$ cat src/rtl/instruction_decoder.sv
// RV32I/Zicsr instruction decoder with one-hot identifier output.
// Decode is combinational; all outputs are registered behind en.
module instruction_decoder (
   input  logic        clk,
   input  logic        rst,
   input  logic [31:0] instruction_code,
   input  logic        en,
   output logic [31:0] invalid_instruction,
   output logic [4:0]  rd,
   output logic [4:0]  rs1,
   output logic [4:0]  rs2,
   output logic [47:0] inst_flags
);

   logic [6:0]  opcode;
   logic [2:0]  funct3;
   logic [6:0]  funct7;
   logic [47:0] flags_d;
   logic        use_rd;
   logic        use_rs1;
   logic        use_rs2;

   assign opcode = instruction_code[6:0];
   assign funct3 = instruction_code[14:12];
   assign funct7 = instruction_code[31:25];

   always_comb begin
      flags_d = '0;
      use_rd  = 1'b0;
      use_rs1 = 1'b0;
      use_rs2 = 1'b0;
      case (opcode)
         7'b0110111: begin
            flags_d[0] = 1'b1;
            use_rd     = 1'b1;
         end
         7'b0010111: begin
            flags_d[1] = 1'b1;
            use_rd     = 1'b1;
         end
         7'b1101111: begin
            flags_d[2] = 1'b1;
            use_rd     = 1'b1;
         end
         7'b1100111: begin
            if (funct3 == 3'b000) begin
               flags_d[3] = 1'b1;
               use_rd     = 1'b1;
               use_rs1    = 1'b1;
            end
         end
         7'b1100011: begin
            case (funct3)
               3'b000:  flags_d[4] = 1'b1;
               3'b001:  flags_d[5] = 1'b1;
               3'b100:  flags_d[6] = 1'b1;
               3'b101:  flags_d[7] = 1'b1;
               3'b110:  flags_d[8] = 1'b1;
               3'b111:  flags_d[9] = 1'b1;
               default: ;
            endcase
            use_rs1 = |flags_d;
            use_rs2 = |flags_d;
         end
         7'b0000011: begin
            case (funct3)
               3'b000:  flags_d[10] = 1'b1;
               3'b001:  flags_d[11] = 1'b1;
               3'b010:  flags_d[12] = 1'b1;
               3'b100:  flags_d[13] = 1'b1;
               3'b101:  flags_d[14] = 1'b1;
               default: ;
            endcase
            use_rd  = |flags_d;
            use_rs1 = |flags_d;
         end
         7'b0100011: begin
            case (funct3)
               3'b000:  flags_d[15] = 1'b1;
               3'b001:  flags_d[16] = 1'b1;
               3'b010:  flags_d[17] = 1'b1;
               default: ;
            endcase
            use_rs1 = |flags_d;
            use_rs2 = |flags_d;
         end
         7'b0010011: begin
            case (funct3)
               3'b000: flags_d[18] = 1'b1;
               3'b010: flags_d[19] = 1'b1;
               3'b011: flags_d[20] = 1'b1;
               3'b100: flags_d[21] = 1'b1;
               3'b110: flags_d[22] = 1'b1;
               3'b111: flags_d[23] = 1'b1;
               3'b001: flags_d[24] = (funct7 == 7'b0000000);
               3'b101: begin
                  flags_d[25] = (funct7 == 7'b0000000);
                  flags_d[26] = (funct7 == 7'b0100000);
               end
               default: ;
            endcase
            use_rd  = |flags_d;
            use_rs1 = |flags_d;
         end
         7'b0110011: begin
            if (funct7 == 7'b0000000) begin
               case (funct3)
                  3'b000:  flags_d[27] = 1'b1;
                  3'b001:  flags_d[29] = 1'b1;
                  3'b010:  flags_d[30] = 1'b1;
                  3'b011:  flags_d[31] = 1'b1;
                  3'b100:  flags_d[32] = 1'b1;
                  3'b101:  flags_d[33] = 1'b1;
                  3'b110:  flags_d[35] = 1'b1;
                  default: flags_d[36] = 1'b1;
               endcase
            end else if (funct7 == 7'b0100000) begin
               flags_d[28] = (funct3 == 3'b000);
               flags_d[34] = (funct3 == 3'b101);
            end
            use_rd  = |flags_d;
            use_rs1 = |flags_d;
            use_rs2 = |flags_d;
         end
         7'b0001111: begin
            flags_d[37] = (funct3 == 3'b000);
         end
         7'b1110011: begin
            // Trap/return words carry no operands, so only CSR forms expose indices.
            case (funct3)
               3'b001: flags_d[40] = 1'b1;
               3'b010: flags_d[41] = 1'b1;
               3'b011: flags_d[42] = 1'b1;
               3'b101: flags_d[43] = 1'b1;
               3'b110: flags_d[44] = 1'b1;
               3'b111: flags_d[45] = 1'b1;
               default: ;
            endcase
            use_rd  = |flags_d;
            use_rs1 = |flags_d;
            flags_d[38] = (instruction_code == 32'h0000_0073);
            flags_d[39] = (instruction_code == 32'h0010_0073);
            flags_d[46] = (instruction_code == 32'h3020_0073);
         end
         7'b1111111: begin
            flags_d[47] = 1'b1;
            use_rd      = 1'b1;
            use_rs1     = 1'b1;
            use_rs2     = 1'b1;
         end
         default: ;
      endcase
   end

   always_ff @(posedge clk) begin
      if (rst) begin
         invalid_instruction <= '0;
         rd                  <= '0;
         rs1                 <= '0;
         rs2                 <= '0;
         inst_flags          <= '0;
      end else if (en) begin
         invalid_instruction <= (|flags_d) ? 32'h0 : 32'hFFFF_FFFF;
         rd                  <= use_rd  ? instruction_code[11:7]  : 5'd0;
         rs1                 <= use_rs1 ? instruction_code[19:15] : 5'd0;
         rs2                 <= use_rs2 ? instruction_code[24:20] : 5'd0;
         inst_flags          <= flags_d;
      end
   end

endmodule

$ cat config.mk
export PLATFORM = sky130hd
export DESIGN_NAME = instruction_decoder
export DESIGN_NICKNAME = d
export VERILOG_FILES = /design/src/rtl/instruction_decoder.sv
export SDC_FILE = /design/constraint.sdc
export NUM_CORES = 1
export LEC_CHECK = 0
export BUFFER_PORTS_ARGS = -buffer_cell sky130_fd_sc_hd__clkbuf_2
export CAP_MARGIN = 20
export CORE_ASPECT_RATIO = 1.25
export CORE_MARGIN = 4
export CORE_UTILIZATION = 30
export DETAILED_ROUTE_END_ITERATION = 16
export GPL_TIMING_DRIVEN = 1
export PLACE_DENSITY = 0.57
export SYNTH_ARGS = -nofsm -noshare
export SYNTH_HDL_FRONTEND = slang
export SYNTH_SLANG_ARGS = --single-unit
$ cat constraint.sdc
create_clock -name clk -period 6.08 [get_ports clk]
set_clock_uncertainty 0.05 [all_clocks]
set_input_delay 0.912 -clock clk [delete_from_list [all_inputs] [get_ports clk]]
set_output_delay 0.912 -clock clk [all_outputs]
set_load 0.05 [all_outputs]
==> reports/metrics.yaml, run 1 <==
logic_synthesis:
  synth.top_cells.by_count: "dfxtp_1 (64), nor2_1 (56), a22oi_1 (36)"
  syn_avg_cell_area_um2: 8.390
  yosysMostFrequentCell: "dfxtp_1"
  synthCells: 363
  synthArstFlopShare: 0
  yosys_most_used_dff: "dfxtp_1"
  ys_seq_area_frac: 0.4207
  netlist_area_um2: 3045
  synth_nets: 398
  synth-edff-count: 0
  synth_top_area_share: 0.4207
  ys_top_cells_by_area: "dfxtp_1 (42%), a22oi_1 (8.9%), buf_4 (7.6%)"
  ys_types: 49
  ys_ff_latch: 64
  yosysWarnings: 0
  synth_top_cell_by_area: "dfxtp_1"
global_route:
  grt_pass1_vias: 2873
  grtUsageTotal: 0.1584
  grt-ovfl-total: 0
  antenna_found_initial: 0
  grt_max_degree: 61
  grt_pass1_wl_um: 15010
floorplanning:
  fp.dieH_um: 120.6
  die_area_um2: 11840
  die_x_um: 98.12
  pin_count: 130
  core_um2: 9759
  num_rows: 40
  start_util: 0.3121
route:
  vias_per_cell: 5.196
  wl_per_cell_um: 16.40
  drtIter0Drc: 187
  drc: 0
  dr_total_vias: 2998
  ant_nets: 0
  wl_um: 9465
  firstDrtPassIters: 4
cts:
  ctsResizeCount: 0
  clock_latency_ps: 330
  clock_sinks: 64
  hold_buffers: 0
  clockBufferDepth: 2
  root_buffer: "clkbuf_16"
  post-cts-setup-buffers: 0
  cts_tree: "built"
  cts_buffers: 9
  path_clk_slew_ps: 60
  htree_num_levels: 3
power:
  p_seq_frac: 0.390
  p_clk_frac: 0.468
  p_int_mw: 0.7715
  cellLeakagePower_nw: 1.614
  netSwitchingPower_mw: 0.3210
  combPwrFrac: 0.141
  p_sw_frac: 0.2938
  vdd_ir_drop_max_mv: 0.1661
  power_mw: 1.093
  powerDensity_nw_per_um2: 286.6
timing:
  fin_crit_ps: 2769
  worst_pin_slew_ps: 838.8
  setup_tns_ps: 0
  timing_hold_violations_final: 0
  max_freq_mhz: 361.1
  maxSlewHeadroom: 0.4365
  drv_slew: 0
  rsz0062_at_grt: "no"
  setup_viol: 0
  min_period_over_period: 0.4554
worst_setup_path:
  worst_ep_arrival_time_ps: 2970
  worstPathRequired_ps: 6280
  worstReg2RegStart: "invalid_instruction[30]$_SDFFE_PP0P_"
  startpoint: "instruction_code[3]"
  crit_type: "in2reg"
  startpoint_type: "primary input"
  critPathMaxFanout: 9
  cp-end-kind: "register"
placed_design:
  io_buffer_count: 129
  globalplace.congestion: 0.8567
  dp_hpwl_um: 6956
hold_path:
  hp-class: "reg2reg"
  min-delay-start: "inst_flags[0]$_SDFFE_PP0P_"
cells_and_area:
  fin_nets: 481
  diodes: 0
  area_growth_syn_to_layout_pct: 25.18
  drive_gt1_frac: 0.3415
  fillers: 1021
run_status:
  status: "finished clean"
job:
  maxCapViolations: 0
[sequential cells by signal, summed over array words and instances (netlist names)]
| signal | flops |
|---|---|
| rd | 5 |
| rs2 | 5 |
| invalid_instruction | 1 |
| rs1 | 5 |
| inst_flags | 48 |
[worst max-delay path, stage by stage]
cell	delay [ps]
clkbuf_2	150
nand4bb_1	500
nor3_2	670
a222oi_1	220
and4_1	330
nor3_1	190
[final timing paths]
kind	end	slack (ps)	cells after the start
worst max-delay path	rd[1]$_SDFFE_PP0P_	3310	6
worst max register to register	invalid_instruction[30]$_SDFFE_PP0P_	4870	2
worst min register to register	inst_flags[0]$_SDFFE_PP0P_	400	2
worst min-delay path	inst_flags[0]$_SDFFE_PP0P_	400	2
[final cells by class]
type	count	area, µm²	area share
clock buffers	9	225.2	0.05907
clock inverters	7	71.32	0.01871
inverters	5	18.77	0.004923
multi-input cells	235	1398	0.3666
flip-flops and latches	64	1281	0.3361
well taps	126	157.7	0.04135
repair buffers	131	660.6	0.1733
[layer usage]
layer	part of all wire	up-vias	track usage
met1	0.41	1403	0.1863
met2	0.50	142	0.2773
met5	0	-	0
met3	0.090	8	0.04674
met4	0.0082	0	0.04675
li1	-	1445	-
[placed cells by master, fill, tap and decap left out, types with 4 or more instances in the layout]
master,netlist,final
a21oi_1,20,20
a22oi_1,36,36
a32o_1,5,5
clkbuf_16,0,9
clkbuf_2,0,129
dfxtp_1,64,64
inv_1,5,5
mux2i_1,5,5
nand2_1,26,26
nand2b_1,5,5
nand3_1,15,15
nor2_1,56,56
nor3_1,8,8
nor4_1,5,5
o21ai_0,6,6
or3_1,4,4
[through the flow]
step,worst slack (ps),utilization,instance area (µm²),hold slack [ps],instances
after floorplan,3475,-,3045,621.6,363
after global placement,3120,0.3603,3516,393.2,561
after detailed placement,3045,0.3603,3516,399.0,561
after CTS,3382,0.3906,3812,405.4,577
after global routing,3152,0.3906,3812,426.6,577
final,3311,0.3906,3812,403.8,577
[power by group through the flow]
stage / registers (mW) / clock network [mW] / logic (mW)
6_report: 0.426 / 0.512 / 0.154
5_1_grt: 0.427 / 0.543 / 0.163
4_1_cts: 0.426 / 0.522 / 0.155
3_5_place_dp: 0.436 / 0 / 0.155
3_3_place_gp: 0.435 / 0 / 0.154
2_1_floorplan: 0.443 / 0 / 0.129
[logic make-up (layout without fill, tap and decap cells)]
family,Yosys count,after routing,share of synthesized area
AOI/OAI and AO/OA,82,82,0.1886
xor gates and xnor gates,2,2,0.005753
buffers and inverters,64,152,0.1204
DFF,64,64,0.4207
muxes,5,5,0.01643
and+or+nand+nor,146,146,0.2482
Note: power is estimated with default switching activity, not from simulation.
==> run 2: changes to the inputs <==
PLACE_DENSITY = 0.59   (was 0.57)
clock period = 2.48 ns   (was 6.08 ns; I/O delays follow)
==> run 2 against run 1 <==
  * Count of clock-buffer cells in the layout increased by 4
  * Sequential share of layout area decreased by 0.35 points
  * Final area increased by 1.0%
  * Sequential power increased by 140%
  * First-iteration DRC count increased by 2.7%
  * Critical path type unchanged
  * Via count decreased by 1.2%
  * Routed wire length increased by 0.29%
  * Cell count increased by 1.0%
  * Total power increased by 140%
  * Global-route usage about the same
  * Register-to-register slack got worse by 3300 ps
==> reports/metrics.yaml, run 2 (synthesized netlist as in run 1, its figures left out) <==
timing:
  fin_crit_ps: 1943
  drv_slew: 0
  setup_viol: 0
  worst_pin_slew_ps: 581.1
  max_freq_mhz: 514.8
  timing_hold_violations_final: 0
  rsz0062_at_grt: "no"
  maxSlewHeadroom: 0.6090
  setup_tns_ps: 0
  min_period_over_period: 0.7833
  holdWs_ps: 252.2
cts:
  ctsResizeCount: 0
  post-cts-setup-buffers: 0
  hold_buffers: 0
  clockBufferDepth: 2
  cts_buffers: 9
  path_clk_slew_ps: 50
  cts_tree: "built"
  root_buffer: "clkbuf_16"
  htree_num_levels: 3
  clock_latency_ps: 320
  clock_sinks: 64
global_route:
  grt_max_degree: 58
  grt_pass1_wl_um: 14760
  grt_pass1_vias: 2887
  grtUsageTotal: 0.1587
  grt-ovfl-total: 0
  antenna_found_initial: 0
worst_setup_path:
  startpoint_type: "primary input"
  worst_ep_arrival_time_ps: 2160
  cp-end-kind: "register"
  critPathMaxFanout: 14
  worstPathRequired_ps: 2700
  crit_type: "in2reg"
floorplanning:
  core_um2: 9759
  start_util: 0.3121
  num_rows: 40
  fp.dieH_um: 120.6
  die_x_um: 98.12
  pin_count: 130
  die_area_um2: 11840
cells_and_area:
  drive_gt1_frac: 0.3479
  regMostFlops: "inst_flags"
  area_growth_syn_to_layout_pct: 26.50
  layout_common_cells: "clkbuf_2 (129), dfxtp_1 (64), nor2_1 (56)"
  fin_nets: 488
  final_common_cell: "clkbuf_2"
  fillers: 1055
  diodes: 0
  largest_register_ffs: 48
placed_design:
  dp_hpwl_um: 7086
  globalplace.congestion: 0.8654
  io_buffer_count: 129
route:
  drtIter0Drc: 192
  ant_nets: 0
  firstDrtPassIters: 4
  wl_um: 9492
  vias_per_cell: 5.082
  dr_total_vias: 2963
  drc: 0
  wl_per_cell_um: 16.28
power:
  cellLeakagePower_nw: 1.654
  powerDensity_nw_per_um2: 679.0
  vdd_ir_drop_max_mv: 0.3670
run_status:
  status: "finished clean"
hold_path:
  hp-class: "in2reg"
job:
  maxCapViolations: 0
## run 2: changes by cell type in the layout (fill, tap and decap cells not counted), sizes merged
cell	change
inv	-1
bufinv	-1
clkinvlp	-3
clkbuf	+4
buf	+7
## run 2: path summary, 6_finish.rpt
kind | slack, ps | depth (start not counted) | endpoint | start
max | 540 | 6 | rs1[3]$_SDFFE_PP0P_ | instruction_code[12]
min | 250 | 2 | rs1[2]$_SDFFE_PP0P_ | instruction_code[17]
max reg2reg | 1620 | 3 | invalid_instruction[30]$_SDFFE_PP0P_ | invalid_instruction[30]$_SDFFE_PP0P_
min reg2reg | 410 | 2 | inst_flags[0]$_SDFFE_PP0P_ | inst_flags[0]$_SDFFE_PP0P_
## run 2: critical path, cell delays in order
cell and delay [ps]:
clkbuf_2 200, or3_1 520, or3_1 340, a211o_1 310, nand4b_1 220, a32o_1 200
## run 2: power breakdown
group | leakage, nW | internal, mW | switching (mW)
Combinational | 0.996 | 0.0847 | 0.308
Sequential | 0.516 | 1.03 | 0.00224
Clock | 0.142 | 0.752 | 0.434
Total | 1.65 | 1.87 | 0.744
## run 2: per-layer routing
metal | track usage | wire, µm | vias to the layer above
met2 | 0.2849 | 4879 | 102
met4 | 0.05195 | 112 | 0
li1 | - | - | 1448
met3 | 0.05020 | 678 | 13
met5 | 0 | 0 | -
met1 | 0.1765 | 3822 | 1400
## run 2: final cells by class
class,count,area [µm²],share of cell area
sequential,64,1281,0.3326
inverter,5,18.77,0.004872
tap,126,157.7,0.04092
multi-input combinational,235,1398,0.3628
clock inverter,2,13.76,0.003573
timing repair buffer,138,713.2,0.1851
clock buffer,13,270.3,0.07015
## run 2: stage by stage
| step | total power [mW] | cells | setup slack (ps) | cell area (µm²) | util |
|---|---|---|---|---|---|
| floorplan | 1.401 | 363 | 414.9 | 3045 | - |
| global placement | 1.450 | 568 | 266.0 | 3568 | 0.3656 |
| detailed placement | 1.452 | 568 | 225.5 | 3568 | 0.3656 |
| CTS | 2.641 | 583 | 562.1 | 3852 | 0.3947 |
| global route | 2.707 | 583 | 383.0 | 3852 | 0.3947 |
| finish | 2.616 | 583 | 537.5 | 3852 | 0.3947 |
